--- config.mk ---
export PLATFORM = sky130hd
export DESIGN_NAME = interp_mode_fsm
export DESIGN_NICKNAME = d
export VERILOG_FILES = /design/src/rtl/interp_mode_fsm_pkg.sv /design/src/rtl/interp_mode_fsm_rise_detect.sv /design/src/rtl/interp_mode_fsm.sv
export SDC_FILE = /design/constraint.sdc
export NUM_CORES = 1
export LEC_CHECK = 0
export BUFFER_PORTS_ARGS = -buffer_cell sky130_fd_sc_hd__buf_4
export CORE_MARGIN = 2
export CORE_UTILIZATION = 40
export CTS_CLUSTER_DIAMETER = 100
export DETAILED_ROUTE_END_ITERATION = 10
export PLACE_DENSITY = 0.68
export SYNTH_ARGS = -nofsm -noshare
export SYNTH_HDL_FRONTEND = slang
export SYNTH_HIERARCHICAL = 1
export SYNTH_SLANG_ARGS = --single-unit
--- constraint.sdc ---
create_clock -name clk -period 3.14 [get_ports clk]
set_clock_uncertainty 0.1 [all_clocks]
set_input_delay 0.157 -clock clk [delete_from_list [all_inputs] [get_ports clk]]
set_output_delay 0.157 -clock clk [all_outputs]
set_load 0.03 [all_outputs]
--- src/rtl/interp_mode_fsm_pkg.sv ---
// Shared definitions for the interpolation front-panel controller:
// the state encoding and the built-in mode indices.
package yoda_pkg;

  typedef enum logic [1:0] {
    ST_MODE_SEL = 2'd0,
    ST_POLY_SEL = 2'd1,
    ST_BUSY     = 2'd2,
    ST_DONE     = 2'd3
  } state_e;

  localparam int unsigned MODE_LIN    = 0;
  localparam int unsigned MODE_POLY   = 1;
  localparam int unsigned MODE_SPLINE = 2;

endpackage

--- src/rtl/interp_mode_fsm_rise_detect.sv ---
// One-bit rising-edge detector; prev powers up high so a button held
// through reset never produces an edge.
module rise_detect (
  input  logic clk,
  input  logic rst,
  input  logic level_i,
  output logic rise_o
);

  logic prev_q;

  always_ff @(posedge clk) begin
    if (rst) prev_q <= 1'b1;
    else     prev_q <= level_i;
  end

  assign rise_o = level_i & ~prev_q;

endmodule

--- src/rtl/interp_mode_fsm.sv ---
// Front-panel control FSM: mode/degree selection, engine start/done
// handshake, busy watchdog and a timed or acknowledged DONE display.
module interp_mode_fsm
  import yoda_pkg::*;
#(
  parameter int unsigned NUM_MODES    = 3,
  parameter int unsigned POLY_MODE    = MODE_POLY,
  parameter int unsigned MAX_DEGREE   = 4,
  parameter int unsigned BUSY_TIMEOUT = 1_000_000,
  parameter int unsigned DONE_HOLD    = 50_000_000
) (
  input  logic                            clk,
  input  logic                            rst,
  input  logic                            change_i,
  input  logic                            accept_i,
  input  logic                            back_i,
  input  logic                            eng_done_i,
  output logic [$clog2(NUM_MODES)-1:0]    mode_o,
  output logic [$clog2(MAX_DEGREE+1)-1:0] degree_o,
  output logic [1:0]                      state_o,
  output logic                            eng_start_o,
  output logic                            error_o
);

  localparam int MW = $clog2(NUM_MODES);
  localparam int DW = $clog2(MAX_DEGREE + 1);
  localparam int BW = $clog2(BUSY_TIMEOUT + 1);
  localparam int HW = $clog2(DONE_HOLD + 1);

  localparam logic [MW-1:0] ModeLast   = MW'(NUM_MODES - 1);
  localparam logic [MW-1:0] PolyIdx    = MW'(POLY_MODE);
  localparam logic [DW-1:0] DegreeLast = DW'(MAX_DEGREE);
  // Counters hold the number of completed cycles, so the exit cycle is at PARAM-1.
  localparam logic [BW-1:0] BusyLast   = BW'(BUSY_TIMEOUT - 1);
  localparam logic [HW-1:0] HoldLast   = HW'(DONE_HOLD - 1);

  logic changeRise, acceptRise, backRise;

  rise_detect u_change (.clk(clk), .rst(rst), .level_i(change_i), .rise_o(changeRise));
  rise_detect u_accept (.clk(clk), .rst(rst), .level_i(accept_i), .rise_o(acceptRise));
  rise_detect u_back   (.clk(clk), .rst(rst), .level_i(back_i),   .rise_o(backRise));

  state_e         state_q, state_d;
  logic [MW-1:0]  mode_q, mode_d;
  logic [DW-1:0]  degree_q, degree_d;
  logic           start_q, start_d;
  logic           error_q, error_d;
  logic [BW-1:0]  busyCnt_q, busyCnt_d;
  logic [HW-1:0]  doneCnt_q, doneCnt_d;

  always_ff @(posedge clk) begin
    if (rst) begin
      state_q   <= ST_MODE_SEL;
      mode_q    <= '0;
      degree_q  <= DW'(1);
      start_q   <= 1'b0;
      error_q   <= 1'b0;
      busyCnt_q <= '0;
      doneCnt_q <= '0;
    end else begin
      state_q   <= state_d;
      mode_q    <= mode_d;
      degree_q  <= degree_d;
      start_q   <= start_d;
      error_q   <= error_d;
      busyCnt_q <= busyCnt_d;
      doneCnt_q <= doneCnt_d;
    end
  end

  // Button priority is back > accept > change; a losing edge is simply dropped.
  always_comb begin
    state_d   = state_q;
    mode_d    = mode_q;
    degree_d  = degree_q;
    start_d   = 1'b0;
    error_d   = error_q;
    busyCnt_d = busyCnt_q;
    doneCnt_d = doneCnt_q;

    case (state_q)
      ST_MODE_SEL: begin
        if (backRise) begin
          state_d = ST_MODE_SEL;
        end else if (acceptRise) begin
          if (mode_q == PolyIdx) begin
            state_d = ST_POLY_SEL;
          end else begin
            state_d = ST_BUSY;
            start_d = 1'b1;
            error_d = 1'b0;
          end
        end else if (changeRise) begin
          mode_d = (mode_q == ModeLast) ? '0 : mode_q + MW'(1);
        end
      end
      ST_POLY_SEL: begin
        if (backRise) begin
          state_d = ST_MODE_SEL;
        end else if (acceptRise) begin
          state_d = ST_BUSY;
          start_d = 1'b1;
          error_d = 1'b0;
        end else if (changeRise) begin
          degree_d = (degree_q == DegreeLast) ? DW'(1) : degree_q + DW'(1);
        end
      end
      ST_BUSY: begin
        if (backRise) begin
          state_d = ST_MODE_SEL;
          error_d = 1'b1;
        end else if (eng_done_i) begin
          state_d = ST_DONE;
        end else if (busyCnt_q == BusyLast) begin
          state_d = ST_DONE;
          error_d = 1'b1;
        end else begin
          busyCnt_d = busyCnt_q + BW'(1);
        end
      end
      ST_DONE: begin
        if (backRise || acceptRise || (doneCnt_q == HoldLast)) begin
          state_d = ST_MODE_SEL;
        end else begin
          doneCnt_d = doneCnt_q + HW'(1);
        end
      end
      default: state_d = ST_MODE_SEL;
    endcase

    if (state_d != state_q) begin
      busyCnt_d = '0;
      doneCnt_d = '0;
    end
  end

  assign mode_o      = mode_q;
  assign degree_o    = degree_q;
  assign state_o     = state_q;
  assign eng_start_o = start_q;
  assign error_o     = error_q;

endmodule

==> flow_metrics.env <==
export IMPL_status="finished, final reports clean"
export IMPL_rr_worst_depth=7
export IMPL_vdd_drop_max_mv=0.189
export IMPL_leakagePower_nw=1.15
export IMPL_yosys_area_top_type="dfxtp_1"
export IMPL_cts_htree_levels=3
export IMPL_r2r_end="busyCnt_q[13]"
export IMPL_cts_resized=0
export IMPL_hpwl_mm=4.02
export IMPL_fin_crit_ns=2.48
export IMPL_grt_setup_unrepaired="false"
export IMPL_cts_setup_buffers=0
export IMPL_holdCritPathClass="in2reg"
export IMPL_yosys_warnings=6
export IMPL_maxSlewHeadroom_pct=46.5
export IMPL_synth_edf_count=0
export IMPL_clock_root_buffer="clkbuf_8"
export IMPL_place_port_buffers=14
export IMPL_wl_per_cell_um=13.4
export IMPL_die_w_um=91.0
export IMPL_cp_endpoint="busyCnt_q[13]"
export IMPL_ys_seq_elements=58
export IMPL_grt_first_pass_wirelength_mm=10.8
export IMPL_maxSlewViolCount=0
export IMPL_synth_area_sq_um=3030
export IMPL_cts_made_buffers=9
export IMPL_syn_avg_cell_area_sq_um=9.18
export IMPL_rrSetupSlack_ns=0.67
export IMPL_power_density_nw_per_um2=417
export IMPL_startpoint="back_i"
export IMPL_syn_num_nets=340
export IMPL_antenna_found_initial=0
export IMPL_ys_seq_area_share_pct=38.3
export IMPL_first_global_vias=2352
export IMPL_cts_buffer_depth=2
export IMPL_dieArea_sq_um=8280
export IMPL_synthFlopType="dfxtp_1"
export IMPL_async_flop_share_pct=0
export IMPL_start_util_pct=41.5
export IMPL_yosysTopAreaCellShare_pct=38.3
export IMPL_crit_fanout=28
export IMPL_cts_tree="yes"
export IMPL_io_pins=15
export IMPL_coreArea_sq_um=7290
export IMPL_synthTopCellsByArea="dfxtp_1 38%, a21oi_1 6.9%, xor2_1 5.8%"
export IMPL_clk_latency_ns=0.33
export IMPL_synth_commonest_cells="58 x dfxtp_1, 42 x a21oi_1, 20 x xor2_1"
export IMPL_holdWs_ns=0.128
export IMPL_finalSetupTns_ns=0
export IMPL_clkTransAtPathRegs_ns=0.06
export IMPL_rows=31
export IMPL_via_count=2494
export IMPL_vias_per_cell=5.53
export IMPL_hold_viol=0
export IMPL_max_freq_ghz=0.403
export IMPL_drc=0
export IMPL_finalSetupViolCount=0
export IMPL_area_growth_pct=10.9
export IMPL_worst_ep_arrival_time_ns=2.60
export IMPL_post_route_cells_drive_above_1_share_pct=13.9
export IMPL_fin_nets=357
export IMPL_fillers=715
export IMPL_grt_use_total_pct=15.7
export IMPL_routabilityCongestion=0.813
export IMPL_endpoint_kind="flip-flop"
export IMPL_period_share_pct=79.0
export IMPL_multiInputGateArea_sq_um=1700
export IMPL_first_iter_violations=112
export IMPL_n_antenna_cell=0
export IMPL_gr_total_overflow=0
export IMPL_cp_required_ns=3.26
export IMPL_cts_sinks=58
export IMPL_dieHeight_um=91.0
export IMPL_grt_max_degree=29
export IMPL_reg2reg_from="busyCnt_q[0]"
export IMPL_ant_nets=0
export IMPL_worst_pin_slew_ns=0.798
export IMPL_drv_cap=0
export IMPL_setup_worst_path_start_class="input port"
export IMPL_synth_cell_type_count=51
export IMPL_crit_type="in2reg"
export IMPL_synth_most_common_cell="dfxtp_1"
export IMPL_synthCells=330
export IMPL_wl_mm=6.05
export IMPL_firstDrtPassIters=4
export IMPL_seqCellArea_sq_um=1160
## logic make-up (layout without fill, tap and decap cells)
logic type | count (synthesis) | count (layout) | share of synthesized area [%]
buffers and inverters | 24 | 46 | 5.50
flip-flops | 58 | 58 | 38.3
adder cells (fa/ha/maj) | 4 | 4 | 1.65
XOR/XNOR | 36 | 36 | 10.4
AND/OR/NAND/NOR | 124 | 124 | 25.9
AO/OA/AOI/OAI | 79 | 79 | 16.5
multiplexers | 5 | 5 | 1.65
## cell type report
type	instances	area share, %
clock buffer	13	4.43
clock inverter	3	0.447
inverter	7	0.782
multi-input combinational	248	50.6
sequential	58	34.6
tap	99	3.69
timing repair buffer	23	5.44
## stage by stage
stage               power (mW)  util (%)  cells  cell area [sq um]  setup slack, ns
CTS                       1.42      46.1    451               3360            0.669
finish                    1.40      46.1    451               3360            0.658
floorplan                0.817         -    330               3030             1.04
global placement         0.828      43.3    431               3150            0.747
detailed placement       0.829      43.3    431               3150            0.672
global route              1.46      46.1    451               3360            0.431
## how the worst min path moves through the flow
stage                     cells after the start         endpoint       start  slack, ns
after floorplan                               1  u_accept/prev_q         rst       0.15
after global placement                        2    u_back/prev_q      back_i       0.24
after detailed placement                      2    u_back/prev_q      back_i       0.25
after CTS                                     4          error_o  eng_done_i       0.11
after global routing                          4          error_o  eng_done_i       0.16
final                                         4          error_o  eng_done_i       0.13
## per-layer routing
layer  track usage, %  vias to the layer above  routed length [um]
li1                 -                     1264                   -
met1             20.7                     1184                2960
met2             24.3                       39                2810
met3             5.73                        7                 227
met4             4.04                        0                  58
met5                0                        -                   0
## state kept, by name, indices dropped and copies added, names as in the netlist
signal,flops
doneCnt_q,26
busyCnt_q,20
degree_o,3
mode_o,2
state_o,2
eng_start_o,1
error_o,1
u_accept/prev_q,1
u_back/prev_q,1
u_change/prev_q,1
## timing repair
item	in CTS	in global routing
endpoints found under the setup margin	0	0
hold endpoints to repair	11	0
hold buffers	4	0
## power breakdown
part / internal (mW) / total [mW] / switching (mW)
Combinational: 0.0269 / 0.0706 / 0.0436
Sequential: 0.741 / 0.745 / 0.00443
Clock: 0.304 / 0.584 / 0.280
## worst max-delay path: stages
cell and delay [ns]:
dlygate4sd3_1 0.54, buf_4 0.13, nor2b_1 0.19, or3b_2 0.51
o31a_1 0.35, o211ai_4 0.34, buf_4 0.30, a21oi_1 0.08
## cells in the final DEF, fill, tap and decap left out, types with 6 or more instances in the layout
cell type | synthesis | routed
a21oi_1 | 42 | 42
a22oi_1 | 6 | 6
and3_1 | 10 | 10
and4_1 | 6 | 6
buf_4 | 1 | 19
clkbuf_8 | 0 | 10
dfxtp_1 | 58 | 58
inv_1 | 7 | 7
nand2_1 | 13 | 13
nand3_1 | 13 | 13
nand4_1 | 13 | 13
nor2_1 | 11 | 11
nor3_1 | 12 | 12
o211ai_1 | 8 | 8
o21ai_0 | 7 | 7
xnor2_1 | 16 | 16
xor2_1 | 20 | 20
Power figures use the tool's default switching activity.
